===== src/rtl/ram_burst_ctrl_if.sv =====
// ram_burst_ctrl_if: command, write-stream, read-stream and RAM-port signals of one burst controller.
// master = client plus attached RAM; slave = the controller.
interface ram_burst_ctrl_if #(
    parameter int AWID = 8,
    parameter int DWID = 16,
    parameter int LWID = 9
);
    logic            cmd_valid, cmd_ready, cmd_write;
    logic [AWID-1:0] cmd_addr;
    logic [LWID-1:0] cmd_len;
    logic            wr_valid, wr_ready;
    logic [DWID-1:0] wr_data;
    logic            rd_valid, rd_ready;
    logic [DWID-1:0] rd_data;
    logic            busy, done;
    logic            ram_we;
    logic [AWID-1:0] ram_addr;
    logic [DWID-1:0] ram_din, ram_dout;

    modport master (
        output cmd_valid, cmd_write, cmd_addr, cmd_len, wr_valid, wr_data, rd_ready, ram_dout,
        input  cmd_ready, wr_ready, rd_valid, rd_data, busy, done, ram_we, ram_addr, ram_din
    );
    modport slave (
        input  cmd_valid, cmd_write, cmd_addr, cmd_len, wr_valid, wr_data, rd_ready, ram_dout,
        output cmd_ready, wr_ready, rd_valid, rd_data, busy, done, ram_we, ram_addr, ram_din
    );
endinterface


===== src/rtl/ram_burst_ctrl.sv =====
// ram_burst_ctrl: turns write/read burst commands into single-port RAM accesses,
// with a streaming write input and a 2-deep backpressured read output.
module ram_burst_ctrl #(
    parameter int DEPTH = 256,
    parameter int AWID  = 8,
    parameter int DWID  = 16,
    parameter int LWID  = 9
) (
    input  logic           clk,
    input  logic           rst_n,
    ram_burst_ctrl_if.slave bus
);
    typedef enum logic [1:0] {IDLE, WRITE, READ, DRAIN} state_t;

    state_t          state_q, state_d;
    logic [AWID-1:0] cur_addr_q, cur_addr_d;
    logic [LWID-1:0] remain_q, remain_d;
    logic [DWID-1:0] fifo_q [2];
    logic [1:0]      count_q, occ;
    logic            wptr_q, rptr_q, inflight_q, done_q, done_d;
    logic            accept, beat, pop, issue, step;

    assign accept = bus.cmd_valid && state_q == IDLE;
    assign beat   = bus.wr_valid && state_q == WRITE;
    assign pop    = bus.rd_valid && bus.rd_ready;
    // Words held or in flight after this cycle's pop; also the next FIFO count.
    assign occ    = count_q + {1'b0, inflight_q} - {1'b0, pop};
    assign issue  = state_q == READ && occ < 2'd2;
    assign step   = beat || issue;

    always_comb begin
        state_d    = state_q;
        cur_addr_d = cur_addr_q;
        remain_d   = remain_q;
        done_d     = 1'b0;
        if (accept) begin
            cur_addr_d = bus.cmd_addr;
            remain_d   = bus.cmd_len;
            done_d     = bus.cmd_len == '0;
            state_d    = bus.cmd_len == '0 ? IDLE : bus.cmd_write ? WRITE : READ;
        end
        if (step) begin
            cur_addr_d = cur_addr_q == AWID'(DEPTH - 1) ? '0 : cur_addr_q + 1'b1;
            remain_d   = remain_q - 1'b1;
            if (remain_q == LWID'(1)) begin
                state_d = beat ? IDLE : DRAIN;
                done_d  = beat;
            end
        end
        if (state_q == DRAIN && occ == '0) begin
            state_d = IDLE;
            done_d  = 1'b1;
        end
    end

    always_ff @(posedge clk or negedge rst_n) begin
        if (!rst_n) begin
            state_q    <= IDLE;
            cur_addr_q <= '0;
            remain_q   <= '0;
            done_q     <= 1'b0;
            fifo_q[0]  <= '0;
            fifo_q[1]  <= '0;
            wptr_q     <= 1'b0;
            rptr_q     <= 1'b0;
            count_q    <= '0;
            inflight_q <= 1'b0;
        end else begin
            state_q    <= state_d;
            cur_addr_q <= cur_addr_d;
            remain_q   <= remain_d;
            done_q     <= done_d;
            count_q    <= occ;
            inflight_q <= issue;
            if (inflight_q) begin
                fifo_q[wptr_q] <= bus.ram_dout;
                wptr_q         <= ~wptr_q;
            end
            if (pop) rptr_q <= ~rptr_q;
        end
    end

    assign bus.cmd_ready = state_q == IDLE;
    assign bus.wr_ready  = state_q == WRITE;
    assign bus.busy      = state_q != IDLE;
    assign bus.done      = done_q;
    assign bus.rd_valid  = count_q != '0;
    assign bus.rd_data   = fifo_q[rptr_q];
    assign bus.ram_we    = beat;
    assign bus.ram_addr  = cur_addr_q;
    assign bus.ram_din   = bus.wr_data;
endmodule

===== src/flat_wrapper.sv =====
// flat-port wrapper written by rule: the top's interface ports become plain ports
module ram_burst_ctrl_flat 
#(
    parameter int DEPTH = 256,
    parameter int AWID  = 8,
    parameter int DWID  = 16,
    parameter int LWID  = 9
)
  (clk, rst_n, bus_cmd_valid, bus_cmd_write, bus_cmd_addr, bus_cmd_len, bus_wr_valid, bus_wr_data, bus_rd_ready, bus_ram_dout, bus_cmd_ready, bus_wr_ready, bus_rd_valid, bus_rd_data, bus_busy, bus_done, bus_ram_we, bus_ram_addr, bus_ram_din);
  ram_burst_ctrl_if #(.AWID(AWID), .DWID(DWID), .LWID(LWID)) bus_i ();
  input  logic clk;
  input  logic rst_n;
  input wire logic [$bits(bus_i.cmd_valid)-1:0] bus_cmd_valid;
  input wire logic [$bits(bus_i.cmd_write)-1:0] bus_cmd_write;
  input wire logic [$bits(bus_i.cmd_addr)-1:0] bus_cmd_addr;
  input wire logic [$bits(bus_i.cmd_len)-1:0] bus_cmd_len;
  input wire logic [$bits(bus_i.wr_valid)-1:0] bus_wr_valid;
  input wire logic [$bits(bus_i.wr_data)-1:0] bus_wr_data;
  input wire logic [$bits(bus_i.rd_ready)-1:0] bus_rd_ready;
  input wire logic [$bits(bus_i.ram_dout)-1:0] bus_ram_dout;
  output wire logic [$bits(bus_i.cmd_ready)-1:0] bus_cmd_ready;
  output wire logic [$bits(bus_i.wr_ready)-1:0] bus_wr_ready;
  output wire logic [$bits(bus_i.rd_valid)-1:0] bus_rd_valid;
  output wire logic [$bits(bus_i.rd_data)-1:0] bus_rd_data;
  output wire logic [$bits(bus_i.busy)-1:0] bus_busy;
  output wire logic [$bits(bus_i.done)-1:0] bus_done;
  output wire logic [$bits(bus_i.ram_we)-1:0] bus_ram_we;
  output wire logic [$bits(bus_i.ram_addr)-1:0] bus_ram_addr;
  output wire logic [$bits(bus_i.ram_din)-1:0] bus_ram_din;
  assign bus_i.cmd_valid = bus_cmd_valid;
  assign bus_i.cmd_write = bus_cmd_write;
  assign bus_i.cmd_addr = bus_cmd_addr;
  assign bus_i.cmd_len = bus_cmd_len;
  assign bus_i.wr_valid = bus_wr_valid;
  assign bus_i.wr_data = bus_wr_data;
  assign bus_i.rd_ready = bus_rd_ready;
  assign bus_i.ram_dout = bus_ram_dout;
  assign bus_cmd_ready = bus_i.cmd_ready;
  assign bus_wr_ready = bus_i.wr_ready;
  assign bus_rd_valid = bus_i.rd_valid;
  assign bus_rd_data = bus_i.rd_data;
  assign bus_busy = bus_i.busy;
  assign bus_done = bus_i.done;
  assign bus_ram_we = bus_i.ram_we;
  assign bus_ram_addr = bus_i.ram_addr;
  assign bus_ram_din = bus_i.ram_din;
  ram_burst_ctrl #(.DEPTH(DEPTH), .AWID(AWID), .DWID(DWID), .LWID(LWID)) u_core (.clk(clk), .rst_n(rst_n), .bus(bus_i));
endmodule

===== config.mk =====
export PLATFORM = sky130hd
export DESIGN_NAME = ram_burst_ctrl_flat
export DESIGN_NICKNAME = d
export VERILOG_FILES = /design/src/rtl/ram_burst_ctrl_if.sv /design/src/rtl/ram_burst_ctrl.sv /design/src/flat_wrapper.sv
export SDC_FILE = /design/constraint.sdc
export NUM_CORES = 1
export LEC_CHECK = 0
export CAP_MARGIN = 20
export CORE_UTILIZATION = 41
export DETAILED_ROUTE_END_ITERATION = 8
export GPL_TIMING_DRIVEN = 0
export HOLD_SLACK_MARGIN = 0.08
export MAX_ROUTING_LAYER = met4
export PLACE_DENSITY_LB_ADDON = 0.2
export SKIP_LAST_GASP = 1
export SYNTH_ARGS = -nofsm -noshare
export SYNTH_HDL_FRONTEND = slang
export SYNTH_SLANG_ARGS = --single-unit

===== constraint.sdc =====
create_clock -name clk -period 2.8 [get_ports clk]
set_clock_uncertainty 0.2 [all_clocks]
set_input_delay 0.28 -clock clk [delete_from_list [all_inputs] [get_ports clk]]
set_output_delay 0.28 -clock clk [all_outputs]
set_load 0.01 [all_outputs]

==> results.yml, run 1 <==
global_route:
  use_met3: 0.0358
  grt_util_met1: 0.230
  grt_use_total: 0.188
  grt_pass1_wl_um: 10800
  antenna_found_initial: 0
  grt_use_met2: 0.311
  top_usage_layer: "met2"
  grt_pass1_vias: 2322
  grt_max_degree: 32
  grt-ovfl-total: 0
power_and_ir_drop:
  power_mw: 4.89
  p_leak_nw: 1.79
  powerDensity_mw_per_mm2: 1150
  ir_drop_mv: 0.427
synth:
  ys_types: 52
  yosysTopAreaCell: "dfrtp_1"
  ys_top_cells_by_area: "dfrtp_1, mux2_2, buf_4, ha_1, nand2_1"
  synth_area_mm2: 0.00302
  syn-num-nets: 321
  ys_seq_area_frac: 0.473
  yosysWarnings: 0
  async_flop_share: 1.00
  synth_ff_type: "dfrtp_1"
  netlist.area_leader.share: 0.473
  netlist_instances: 261
  synth_edf_count: 0
  ys_ff_latch: 57
  synth.avg_cell_area_um2: 11.6
worst_setup_path:
  cp-start-kind: "register"
  cp_max_fo: 10
  path_class: "register to register"
  endpoint_kind: "register"
  arrival_ns: 2.68
  worst_ep_required_time_ns: 2.81
die:
  core.rowCount: 30
  die_h_um: 87.8
  start_util: 0.435
  io_pins: 101
  die_w_um: 87.8
  dieArea_mm2: 0.00771
  coreArea_mm2: 0.00694
clock_network:
  clk_pin_slew_worst_paths_ns: 0.07
  cts_sinks: 57
  cts.path.max_buffers: 2
  cts_root_buffer: "clkbuf_8"
  htree_levels: 3
  cts_inserted_buffers: 9
  cts_tree: "done"
  clock_latency_ns: 0.34
drt:
  firstDrtPassIters: 4
  ant_nets: 0
  drt_iter0_drc: 89
  via_per_inst: 5.20
  vias: 2414
  drcViolationCount: 0
  wl_per_cell_um: 14.4
  finalWirelength_um: 6670
layout:
  diodes: 0
  final_layout_size_suffix_gt1_frac: 0.302
  nNetsFinal: 423
  synthToLayoutAreaGrowth_pct: 41.5
  finalNonFillerCells: 464
  finish.utilization: 0.615
sta:
  rsz0062_at_grt: "false"
  min_period_ns: 2.68
  setup_viol: 0
  finalMaxSlewViolations: 0
  slew_headroom: 0.507
  timing.fmax_ghz: 0.374
  post-route-period-util: 0.955
  layout_setup_ws_ns: 0.125
  tightest_slew_ns: 0.740
  hold_viol_final: 0
placed_design:
  dp.cells: 442
  io_buffers: 84
  pre_cts_ws_ns: -0.157
  dp_hpwl_um: 4760
  gp_congestion: 0.791
min_path:
  hp-class: "input pin to register"
flow_run:
  cap_violations: 0
run_status:
  run_status: "finished, final reports clean"
==> where the power goes <==
| group | switching, mW | internal [mW] |
|---|---|---|
| logic | 1.11 | 1.50 |
| registers | 0.304 | 1.24 |
| clock network | 0.334 | 0.392 |
==> worst paths after layout <==
check	startpoint	to	slack, ns	cells past startpoint
max in group asynchronous	rst_n	u_core.fifo_q[14]	1.46	3
setup / recovery	u_core.count_q[1]	u_core.remain_q[4]	0.12	12
hold reg to reg	u_core.wptr_q	u_core.wptr_q	0.29	1
min in group asynchronous	rst_n	u_core.fifo_q[4]	0.34	2
hold / removal	bus_cmd_addr[1]	u_core.bus.ram_addr[1]	0.27	3
setup reg to reg	u_core.count_q[1]	u_core.remain_q[4]	0.12	12
==> what timing repair did <==
item | in CTS | in global routing
cloned | 0 | 1
endpoints found under the hold margin | 30 | 0
pin swaps | 2 | 2
hold buffers | 1 | 0
setup buffers | 3 | 2
endpoints found under the setup margin | 17 | 15
resized for setup | 1 | 6
==> layout by cell type (no fill, tap or decap), types with 6 or more instances in the layout <==
| cell | synthesis | routed |
|---|---|---|
| nand2_1 | 16 | 16 |
| clkbuf_8 | 0 | 12 |
| inv_1 | 7 | 7 |
| nor2_1 | 11 | 11 |
| dfrtp_1 | 57 | 57 |
| buf_4 | 17 | 22 |
| clkdlybuf4s50_1 | 0 | 83 |
| mux2_2 | 48 | 48 |
| nand3_1 | 10 | 10 |
| buf_2 | 4 | 6 |
| or3_1 | 6 | 6 |
==> sequential cells by signal, indices dropped and copies added, names as in the netlist <==
name / cells
u_core.wptr_q: 1
u_core.bus.done: 1
u_core.fifo_q: 32
u_core.state_q: 2
u_core.bus.ram_addr: 8
u_core.remain_q: 9
u_core.rptr_q: 1
u_core.inflight_q: 1
u_core.count_q: 2
==> logic make-up (layout without fill, tap and decap cells) <==
family | Yosys count | in the layout | synth area share
mux | 49 | 49 | 0.182
fa+ha+maj | 5 | 5 | 0.0207
buf+inv | 36 | 143 | 0.0734
flops | 57 | 57 | 0.473
xor+xnor | 3 | 3 | 0.0137
compound gates | 37 | 37 | 0.0983
simple gates | 74 | 74 | 0.139
==> critical path, stage by stage, from the launching register on <==
cell	delay [ns]
dfrtp_1	0.39
or2_4	0.25
and2_4	0.16
ha_1	0.28
inv_1	0.06
ha_2	0.16
xnor3_2	0.34
inv_4	0.11
o21ai_4	0.07
buf_6	0.14
buf_6	0.14
a32oi_2	0.17
nand2_1	0.07
==> cells in the mapped netlist (2+ instances only) <==
cell type / number
a21oi_1: 3
a221o_1: 3
a22oi_1: 5
a31oi_1: 3
and2_1: 2
and3_1: 3
buf_2: 4
buf_4: 17
buf_6: 2
clkbuf_1: 5
dfrtp_1: 57
ha_1: 5
inv_1: 7
mux2_2: 48
nand2_1: 16
nand2b_1: 4
nand3_1: 10
nand4_1: 3
nand4b_1: 2
nor2_1: 11
nor2b_1: 4
nor3_1: 4
nor4_1: 2
o211ai_1: 2
o21a_1: 2
o21ai_0: 2
o221a_2: 2
o22ai_1: 2
o311ai_0: 2
or3_1: 6
xor2_1: 2
==> through the flow <==
step           hold slack (ns)  instance area [um^2]  TNS, ns
4_1_cts                  0.263                  4230        0
6_report                 0.274                  4270        0
3_3_place_gp             0.278                  3980   -34.45
3_5_place_dp             0.179                  3990    -1.19
2_1_floorplan           -0.216                  3020        0
5_1_grt                  0.290                  4270        0
==> cell type report <==
type                       instances  area [um^2]
multi-input combinational        168         1410
timing repair buffer              92          908
clock inverter                     4         26.3
sequential                        57         1430
fill                             591         2680
inverter                           8         32.5
clock buffer                      12          165
buffer                            27          185
tap                               96          120
==> routing by layer <==
metal,part of all wire,vias to the layer above
li1,-,1144
met1,0.45,1187
met2,0.49,73
met3,0.047,10
met4,0.014,0
met5,0,-
Power figures use the tool's default switching activity.
==> run 2: changes to the inputs <==
Settings changed: RECOVER_POWER from default to 50.
==> results.yml, run 2 (synthesis results as in run 1) <==
worst_setup_path:
  worst_ep_required_time_ns: 2.81
  r2r_cells: 12
  path_class: "register to register"
  arrival_ns: 2.68
  cp-start-kind: "register"
  endpoint: "u_core.remain_q[4]"
  r2r_slack_ns: 0.12
  critPathLaunch: "u_core.count_q[1]"
  endpoint_kind: "register"
  r2r_end: "u_core.remain_q[4]"
  cp_max_fo: 10
  r2r_start: "u_core.count_q[1]"
die:
  die_w_um: 87.8
  die_h_um: 87.8
  io_pins: 101
  coreArea_mm2: 0.00694
  start_util: 0.435
  core.rowCount: 30
  dieArea_mm2: 0.00771
layout:
  final_common_cell: "clkdlybuf4s50_1"
  fill_cells: 592
  finalNonFillerCells: 464
  finish.utilization: 0.615
  final_cell_mix: "clkdlybuf4s50_1, dfrtp_1, mux2_2, buf_4, dlygate4sd3_1"
  nNetsFinal: 423
  diodes: 0
  final_layout_size_suffix_gt1_frac: 0.299
  largest_register: "u_core.fifo_q"
  synthToLayoutAreaGrowth_pct: 41.4
  largest_reg_flops: 32
drt:
  top_layer: "met4"
  ant_nets: 0
  finalWirelength_um: 6670
  drt_iter0_drc: 87
  route.met2.wl_um: 3280
  firstDrtPassIters: 4
  wl_met1_um: 2960
  drcViolationCount: 0
  via_per_inst: 5.22
  wl_met3_um: 344
  vias: 2423
  wl_per_cell_um: 14.4
power_and_ir_drop:
  ir_drop_mv: 0.427
  powerDensity_mw_per_mm2: 1150
  p_leak_nw: 1.80
  power_mw: 4.89
sta:
  setup_viol: 0
  hold_ws_ns: 0.272
  rsz0062_at_grt: "false"
  tightest_slew_ns: 1.78
  slew_headroom: -0.186
  min_period_ns: 2.68
  timing.fmax_ghz: 0.373
  setup_tns_ns: 0
  hold_viol_final: 0
  post-route-period-util: 0.956
  finalMaxSlewViolations: 31
clock_network:
  clock_latency_ns: 0.34
  clk_pin_slew_worst_paths_ns: 0.07
  cts_root_buffer: "clkbuf_8"
  cts.path.max_buffers: 2
  cts_tree: "done"
  cts_inserted_buffers: 9
  htree_levels: 3
  cts_sinks: 57
global_route:
  grt_pass1_vias: 2322
  grt_max_degree: 32
  grt_pass1_wl_um: 10800
  antenna_found_initial: 0
  grt_use_total: 0.188
  grt-ovfl-total: 0
run_status:
  violations: "max-capacitance violations, max-slew violations"
  run_status: "finished, violations left"
placed_design:
  dp_hpwl_um: 4760
  dp.cells: 442
  gp_congestion: 0.791
  io_buffers: 84
flow_run:
  cap_violations: 1
min_path:
  hp-class: "input pin to register"
run 2: changes by cell type in the layout (fill, tap and decap cells not counted):
cell             previous run  this run
clkdlybuf4s50_1            83        67
buf_2                       6         5
clkbuf_1                    4         5
dlygate4sd3_1               1        17
run 2: area by class of cell:
| cell class | count | area [um^2] | share of cell area |
|---|---|---|---|
| Sequential cell | 57 | 1430 | 0.334 |
| Multi-Input combinational cell | 168 | 1410 | 0.329 |
| Timing Repair Buffer | 92 | 907 | 0.213 |
| Buffer | 27 | 185 | 0.0434 |
| Clock buffer | 12 | 165 | 0.0387 |
| Tap cell | 96 | 120 | 0.0281 |
| Inverter | 8 | 32.5 | 0.00762 |
| Clock inverter | 4 | 26.3 | 0.00616 |
run 2: per-stage QoR:
step / worst slack, ns / cell area [um^2]
finish: 0.123 / 4270
global route: 0.0290 / 4270
CTS: 0.0218 / 4230
detailed placement: -0.157 / 3990
global placement: -0.594 / 3980
floorplan: 0.0198 / 3020
run 2: routing by layer:
layer	vias to the layer above	GRT usage
met5	-	-
met4	0	0.0671
met3	10	0.0358
met2	81	0.311
met1	1187	0.230
li1	1145	-
run 2: timing repair:
action | in CTS | in global routing
gates cloned | 0 | 1
pin swaps | 2 | 2
setup endpoints to repair | 17 | 15
endpoints found under the hold margin | 30 | 0
hold buffers | 1 | 0
gates resized for setup | 1 | 6
setup buffers | 3 | 2
run 2: how the worst min path moves through the flow:
stage | slack [ns] | endpoint | from | cells after the start
5_1_grt | 0.29 | u_core.bus.ram_addr[1] | bus_cmd_addr[1] | 3
6_report | 0.27 | u_core.bus.ram_addr[1] | bus_cmd_addr[1] | 3
3_5_place_dp | 0.18 | u_core.fifo_q[4] | rst_n | 1
2_1_floorplan | -0.22 | u_core.bus.done | rst_n | 0
4_1_cts | 0.26 | u_core.bus.ram_addr[1] | bus_cmd_addr[1] | 3
3_3_place_gp | 0.28 | u_core.wptr_q | u_core.wptr_q | 1
run 2: worst max-delay path: stages, from the launching register on:
cell and delay, ns:
dfrtp_1 0.39, or2_4 0.25, and2_4 0.16, ha_1 0.28, inv_1 0.06, ha_2 0.16
xnor3_2 0.34, inv_4 0.11, o21ai_4 0.07, buf_6 0.14, buf_6 0.14, a32oi_2 0.17
nand2_1 0.07
run 2: power by group:
part	internal [mW]	leakage [nW]	total [mW]	switching (mW)
registers	1.24	0.673	1.55	0.305
clock network	0.392	0.0984	0.729	0.337
logic	1.50	1.03	2.61	1.11
